==> config.mk <==
export PLATFORM = sky130hd
export DESIGN_NAME = tm1637_rx
export DESIGN_NICKNAME = d
export VERILOG_FILES = /design/src/rtl/tm1637_rx_pkg.sv /design/src/rtl/tm1637_line_sync.sv /design/src/rtl/tm1637_rx.sv
export SDC_FILE = /design/constraint.sdc
export NUM_CORES = 1
export LEC_CHECK = 0
export ABC_AREA = 1
export BUFFER_PORTS_ARGS = -buffer_cell sky130_fd_sc_hd__buf_2
export CAP_MARGIN = 15
export CORE_MARGIN = 5
export CORE_UTILIZATION = 25
export CTS_BUF_LIST = sky130_fd_sc_hd__clkbuf_4 sky130_fd_sc_hd__clkbuf_8
export CTS_CLUSTER_SIZE = 20
export DETAILED_ROUTE_END_ITERATION = 6
export PLACE_DENSITY = 0.51
export SYNTH_ARGS = -nofsm -noshare
export SYNTH_HDL_FRONTEND = slang
export SYNTH_SLANG_ARGS = --single-unit
export TNS_END_PERCENT = 1
==> constraint.sdc <==
create_clock -name clk -period 4.15 [get_ports clk]
set_input_delay 0 -clock clk [delete_from_list [all_inputs] [get_ports clk]]
set_output_delay 0 -clock clk [all_outputs]
set_load 0.01 [all_outputs]
==> src/rtl/tm1637_rx_pkg.sv <==
// TM1637 responder shared definitions:
// opcodes, data-command field masks and FSM states.
package tm1637_rx_pkg;

  localparam logic [1:0] OP_DATA = 2'b01;
  localparam logic [1:0] OP_DISP = 2'b10;
  localparam logic [1:0] OP_ADDR = 2'b11;

  localparam logic [7:0] DCMD_KEY_M = 8'h03;
  localparam logic [7:0] DCMD_FIX_M = 8'h04;

  typedef enum logic [2:0] {
    S_IDLE,
    S_CMD,
    S_ACK,
    S_DATA,
    S_WAIT
  } rx_state_e;

endpackage

==> src/rtl/tm1637_line_sync.sv <==
// Bus line conditioner: synchronizer, optional glitch filter
// (TM1637_RX_FILTER_EN), level plus rise/fall pulses.
// Ports: clk, rst (async, active-low), din -> level, rise, fall.
module tm1637_line_sync #(
  parameter int SYNC_STAGES = 2,
  parameter int FILT_LEN    = 3
) (
  input  logic clk,
  input  logic rst,
  input  logic din,
  output logic level,
  output logic rise,
  output logic fall
);

  if (SYNC_STAGES < 2 || FILT_LEN < 1) begin : g_bad_cfg
    $error("tm1637_line_sync: bad SYNC_STAGES/FILT_LEN");
  end

  logic [SYNC_STAGES-1:0] sync_q;
  logic                   filt;
  logic                   prev_q;

  // Idle bus is high, so reset the chain to 1.
  always_ff @(posedge clk or negedge rst) begin
    if (!rst) sync_q <= '1;
    else      sync_q <= {sync_q[SYNC_STAGES-2:0], din};
  end

`ifdef TM1637_RX_FILTER_EN
  localparam int CW = $clog2(FILT_LEN + 1);
  logic [CW-1:0] cnt_q;
  logic          filt_q;

  // cnt_q counts consecutive samples that disagree with filt_q.
  always_ff @(posedge clk or negedge rst) begin
    if (!rst) begin
      filt_q <= 1'b1;
      cnt_q  <= '0;
    end else if (sync_q[SYNC_STAGES-1] == filt_q) begin
      cnt_q  <= '0;
    end else if (cnt_q == CW'(FILT_LEN - 1)) begin
      filt_q <= sync_q[SYNC_STAGES-1];
      cnt_q  <= '0;
    end else begin
      cnt_q  <= cnt_q + CW'(1);
    end
  end

  assign filt = filt_q;
`else
  assign filt = sync_q[SYNC_STAGES-1];
`endif

  always_ff @(posedge clk or negedge rst) begin
    if (!rst) prev_q <= 1'b1;
    else      prev_q <= filt;
  end

  assign level = filt;
  assign rise  = filt & ~prev_q;
  assign fall  = ~filt & prev_q;

endmodule

==> src/rtl/tm1637_rx.sv <==
// TM1637 device-side receiver: START/STOP, LSB-first bytes,
// ACK drive, command decode, display register write pulses.
// Ports: clk, rst (async, active-low), scl_in, sda_in ->
//   sda_en/sda_out (ACK), wr_valid/wr_addr/wr_data,
//   auto_inc, disp_on, brightness, cmd_err, busy.
// Macro TM1637_RX_FILTER_EN adds a glitch filter per line.
module tm1637_rx
  import tm1637_rx_pkg::*;
#(
  parameter int SYNC_STAGES = 2,
  parameter int NUM_DIGITS  = 6,
  parameter int FILT_LEN    = 3
) (
  input  logic       clk,
  input  logic       rst,
  input  logic       scl_in,
  input  logic       sda_in,
  output logic       sda_en,
  output logic       sda_out,
  output logic       wr_valid,
  output logic [2:0] wr_addr,
  output logic [7:0] wr_data,
  output logic       auto_inc,
  output logic       disp_on,
  output logic [2:0] brightness,
  output logic       cmd_err,
  output logic       busy
);

  localparam logic [2:0] LAST = 3'(NUM_DIGITS - 1);

  logic scl, scl_rise, scl_fall;
  logic sda, sda_rise, sda_fall;

  tm1637_line_sync #(
    .SYNC_STAGES(SYNC_STAGES),
    .FILT_LEN   (FILT_LEN)
  ) u_scl (
    .clk  (clk),
    .rst  (rst),
    .din  (scl_in),
    .level(scl),
    .rise (scl_rise),
    .fall (scl_fall)
  );

  tm1637_line_sync #(
    .SYNC_STAGES(SYNC_STAGES),
    .FILT_LEN   (FILT_LEN)
  ) u_sda (
    .clk  (clk),
    .rst  (rst),
    .din  (sda_in),
    .level(sda),
    .rise (sda_rise),
    .fall (sda_fall)
  );

  rx_state_e  state_q, state_d;
  rx_state_e  ret_q, ret_d;
  logic [7:0] shreg_q, cur_byte;
  logic [2:0] bit_q, addr_q;
  logic       ack_drv_q, ack_rose_q;
  logic       start_det, stop_det;
  logic       shifting, byte_done, addr_ok;
  logic [1:0] op;

  assign start_det = sda_fall & scl;
  assign stop_det  = sda_rise & scl;
  assign shifting  = state_q inside {S_CMD, S_DATA, S_WAIT};
  assign byte_done = shifting & scl_rise & (bit_q == 3'd7);
  assign cur_byte  = {sda, shreg_q[7:1]};
  assign op        = cur_byte[7:6];
  assign addr_ok   = 32'(cur_byte[2:0]) < NUM_DIGITS;
  assign sda_out   = 1'b0;

  always_ff @(posedge clk or negedge rst) begin
    if (!rst) begin
      state_q <= S_IDLE;
      ret_q   <= S_IDLE;
    end else begin
      state_q <= state_d;
      ret_q   <= ret_d;
    end
  end

  // ret_q remembers where to resume once the ACK clock ends.
  always_comb begin
    state_d = state_q;
    ret_d   = ret_q;
    if (start_det) begin
      state_d = S_CMD;
    end else if (stop_det) begin
      state_d = S_IDLE;
    end else begin
      case (state_q)
        S_CMD: if (byte_done) begin
          state_d = S_ACK;
          ret_d   = (op == OP_ADDR && addr_ok) ? S_DATA : S_WAIT;
        end
        S_DATA, S_WAIT: if (byte_done) begin
          state_d = S_ACK;
          ret_d   = state_q;
        end
        S_ACK: if (scl_fall & ack_drv_q & ack_rose_q)
          state_d = ret_q;
        default: ;
      endcase
    end
    sda_en = (state_q == S_ACK) & ack_drv_q
           & ~stop_det & ~start_det;
    busy   = (state_q != S_IDLE);
  end

  always_ff @(posedge clk or negedge rst) begin
    if (!rst) begin
      shreg_q    <= '0;
      bit_q      <= '0;
      addr_q     <= '0;
      ack_drv_q  <= 1'b0;
      ack_rose_q <= 1'b0;
      wr_valid   <= 1'b0;
      wr_addr    <= '0;
      wr_data    <= '0;
      auto_inc   <= 1'b1;
      disp_on    <= 1'b0;
      brightness <= '0;
      cmd_err    <= 1'b0;
    end else begin
      wr_valid <= 1'b0;
      cmd_err  <= 1'b0;
      if (start_det | stop_det) begin
        bit_q      <= '0;
        ack_drv_q  <= 1'b0;
        ack_rose_q <= 1'b0;
      end else begin
        if (shifting & scl_rise) begin
          shreg_q <= cur_byte;
          bit_q   <= bit_q + 3'd1;
        end
        if (byte_done && state_q == S_CMD) begin
          unique case (1'b1)
            (op == OP_DATA): begin
              if ((cur_byte & DCMD_KEY_M) == 8'h00)
                auto_inc <= (cur_byte & DCMD_FIX_M) == 8'h00;
              else
                cmd_err <= 1'b1;
            end
            (op == OP_ADDR): begin
              addr_q  <= cur_byte[2:0];
              cmd_err <= ~addr_ok;
            end
            (op == OP_DISP): begin
              disp_on    <= cur_byte[3];
              brightness <= cur_byte[2:0];
            end
            default: cmd_err <= 1'b1;
          endcase
        end
        if (byte_done && state_q == S_DATA) begin
          wr_valid <= 1'b1;
          wr_addr  <= addr_q;
          wr_data  <= cur_byte;
          if (auto_inc)
            addr_q <= (addr_q == LAST) ? 3'd0
                                       : addr_q + 3'd1;
        end
        // Drive from the fall after bit 8 to the fall
        // after the 9th rise.
        if (state_q == S_ACK) begin
          if (scl_fall & ~ack_drv_q)
            ack_drv_q <= 1'b1;
          if (scl_rise & ack_drv_q)
            ack_rose_q <= 1'b1;
          if (scl_fall & ack_drv_q & ack_rose_q) begin
            ack_drv_q  <= 1'b0;
            ack_rose_q <= 1'b0;
          end
        end
      end
    end
  end

endmodule

==> qor.yml <==
floorplanning:
  rows: 33
  num_io_pins: 25
  core_area_sq_um: 8130
  start_util: 0.254
  die_h_um: 101
  die_w_um: 101
  die-area_sq_um: 10200
layout:
  nets: 262
  area_growth_pct: 17.0
  fill_cells: 863
  layout-drive-gt1-share: 0.249
  instances_no_fill: 362
  antenna_cells: 0
  multi_input_area_sq_um: 792
  seqCellArea_sq_um: 1130
  postLayoutCoreUtil: 0.298
sta:
  slew_viol_final: 0
  max_freq_ghz: 0.583
  layout_min_cycle_time_ns: 1.71
  rsz0062_at_grt: "false"
  worst_pin_slew_ns: 0.546
  setup_tns_ns: 0
  fin_crit_sh: 0.413
  finalSetupViolations: 0
  fin_skew_ns: 0.00644
  hold_violations: 0
  max_slew_margin: 0.636
run:
  max-cap-violations: 0
route:
  routed_wl_um: 4420
  detail-route-antenna-nets: 0
  drtPass1Iterations: 4
  vias: 1534
  via_per_inst: 4.24
  wl_per_cell_um: 12.2
  post-route-drc-count: 0
  detail_route.iter0.violations: 90
synth:
  synth.distinct_cells: 28
  ys_seq_area_frac: 0.548
  synth_area_leaders: "dfrtp_1 (46%), nand2_1 (12%), dfstp_2 (8.9%), o21ai_0 (4.4%), inv_1 (4.4%)"
  synth_top_cell_area_share: 0.459
  synthesis.nets: 233
  synth.avg_cell_area_sq_um: 9.12
  ys_ff_latch: 45
  syn_area_sq_um: 2070
  yosysTopAreaCell: "dfrtp_1"
  synth_cells: 227
  synth_warnings: 0
clocking:
  cts_buffer_depth: 2
  cts_resized: 0
  cts_root_buffer: "clkbuf_8"
  cts_tree: "done"
  insertion_delay_ns: 0.30
  cts.sinks: 45
  htree_levels: 2
  clk_pin_slew_worst_paths_ns: 0.09
  cts_buffers: 5
global_routing:
  antenna_found_initial: 0
  grt_pass1_vias: 1631
  grt_pass1_wl_um: 7730
  grtUsageTotal: 0.0957
  overflow: 0
  grt_max_degree: 46
critical_path:
  end_kind: "flop"
  cp_data_required_time_ns: 4.39
  arrival_ns: 1.96
  worstSetupStartpointType: "flop"
  r2r_start: "u_sda.sync_q[1]$_DFF_PN1_"
  path_max_fanout: 19
  crit_start: "u_sda.sync_q[1]$_DFF_PN1_"
  worstSetupPathType: "reg2reg"
  reg2regPathDepth: 7
hold_path:
  hold_path.class: "in2async"
power_and_ir_drop:
  powerDensity_nw_per_um2: 409
  p_leak_nw: 1.22
  peakVddDrop_mv: 0.172
placement:
  portBuffers: 23
  dp_hpwl_um: 3170
  place.gp.congestion: 0.767
  place_inst: 350
run_status:
  status: "finished, final reports clean"
cells by family (layout without fill, tap and decap cells):
kind of cell             after synthesis  in the layout  share of synthesized area
AND/OR/NAND/NOR                      110            110                      0.255
adder cells (fa/ha/maj)                2              2                     0.0121
other                                  1              1                    0.00181
flip-flops                            45             45                      0.548
buffers and inverters                 30             60                     0.0689
AO/OA/AOI/OAI                         39             39                      0.114
placed cells by master, fill, tap and decap left out, types with 6 or more instances in the layout:
cell type,instances
nand2_1,66
dfrtp_1,38
inv_1,24
buf_2,23
o21ai_0,18
nor2_1,14
o21ai_2,10
nand3_1,9
a21oi_1,7
dfstp_2,7
clkbuf_8,6
path summary, 6_finish.rpt:
kind / end / slack [ns]
worst max-delay path: ret_q[0]$_DFFE_PN0P_ / 2.44
worst min-delay path: brightness[2]$_DFFE_PN0P_ / 0.23
worst max register to register: ret_q[0]$_DFFE_PN0P_ / 2.44
worst min register to register: u_scl.sync_q[1]$_DFF_PN1_ / 0.35
max in group asynchronous: u_sda.sync_q[0]$_DFF_PN1_ / 3.33
min in group clk: u_scl.sync_q[0]$_DFF_PN1_ / 0.35
repair_timing:
item                      in CTS  in global routing
buffers inserted               0                  0
hold endpoints to repair      40                  0
hold buffers                   3                  0
per-stage QoR:
| step | hold slack, ns | worst slack [ns] | power, mW | cell area (sq um) |
|---|---|---|---|---|
| finish | 0.231 | 2.44 | 0.990 | 2420 |
| global route | 0.300 | 2.27 | 1.06 | 2420 |
| CTS | 0.342 | 2.41 | 1.00 | 2390 |
| detailed placement | 0.109 | 2.44 | 0.705 | 2270 |
| global placement | 0.108 | 2.47 | 0.702 | 2270 |
| floorplan | -0.296 | 2.68 | 0.649 | 2070 |
cell type report:
| class | instances | share of cell area |
|---|---|---|
| sequential | 45 | 0.469 |
| multi-input combinational | 152 | 0.327 |
| clock buffer | 6 | 0.0341 |
| tap | 105 | 0.0543 |
| inverter | 25 | 0.0388 |
| clock inverter | 2 | 0.00568 |
| timing repair buffer | 27 | 0.0713 |
cells in the mapped netlist (all sizes together):
cell and number:
nand3b 1, a21oi 7, ha 2, nand3 12, buf 5, nor4 2
nor3 3, o21ai 30, a31oi 2, nor2 18, conb 1, or2 3
inv 25, dfstp 7, dfrtp 38, nand2 71
worst max-delay path, cell delays in order, from the launching register on:
cell and delay [ns]:
dfstp_2 0.59, inv_2 0.07, nand3_2 0.07, nand2_2 0.21, nor2_8 0.32, nand2_4 0.10, or2_1 0.23, nand2_1 0.06
per-layer routing:
metal	up-vias	global-route usage	wire [um]
li1	779	-	-
met1	727	0.126	2160
met2	24	0.155	2050
met3	4	0.0235	169
met4	0	0.0307	43
met5	-	0	0
registers in the layout, indices dropped and copies added, names as in the netlist:
name,count
auto_inc,1
wr_addr,3
state_q,3
u_scl.prev_q,1
addr_q,3
u_scl.sync_q,2
u_sda.prev_q,1
shreg_q,7
bit_q,3
disp_on,1
brightness,3
ret_q,3
ack_drv_q,1
wr_data,8
ack_rose_q,1
wr_valid,1
u_sda.sync_q,2
cmd_err,1
power breakdown:
group / switching, mW / internal (mW) / total [mW]
sequential: 0.0333 / 0.479 / 0.512
combinational: 0.124 / 0.0631 / 0.187
clock: 0.155 / 0.135 / 0.291
total: 0.313 / 0.677 / 0.990
(Power assumes the default switching activity.)
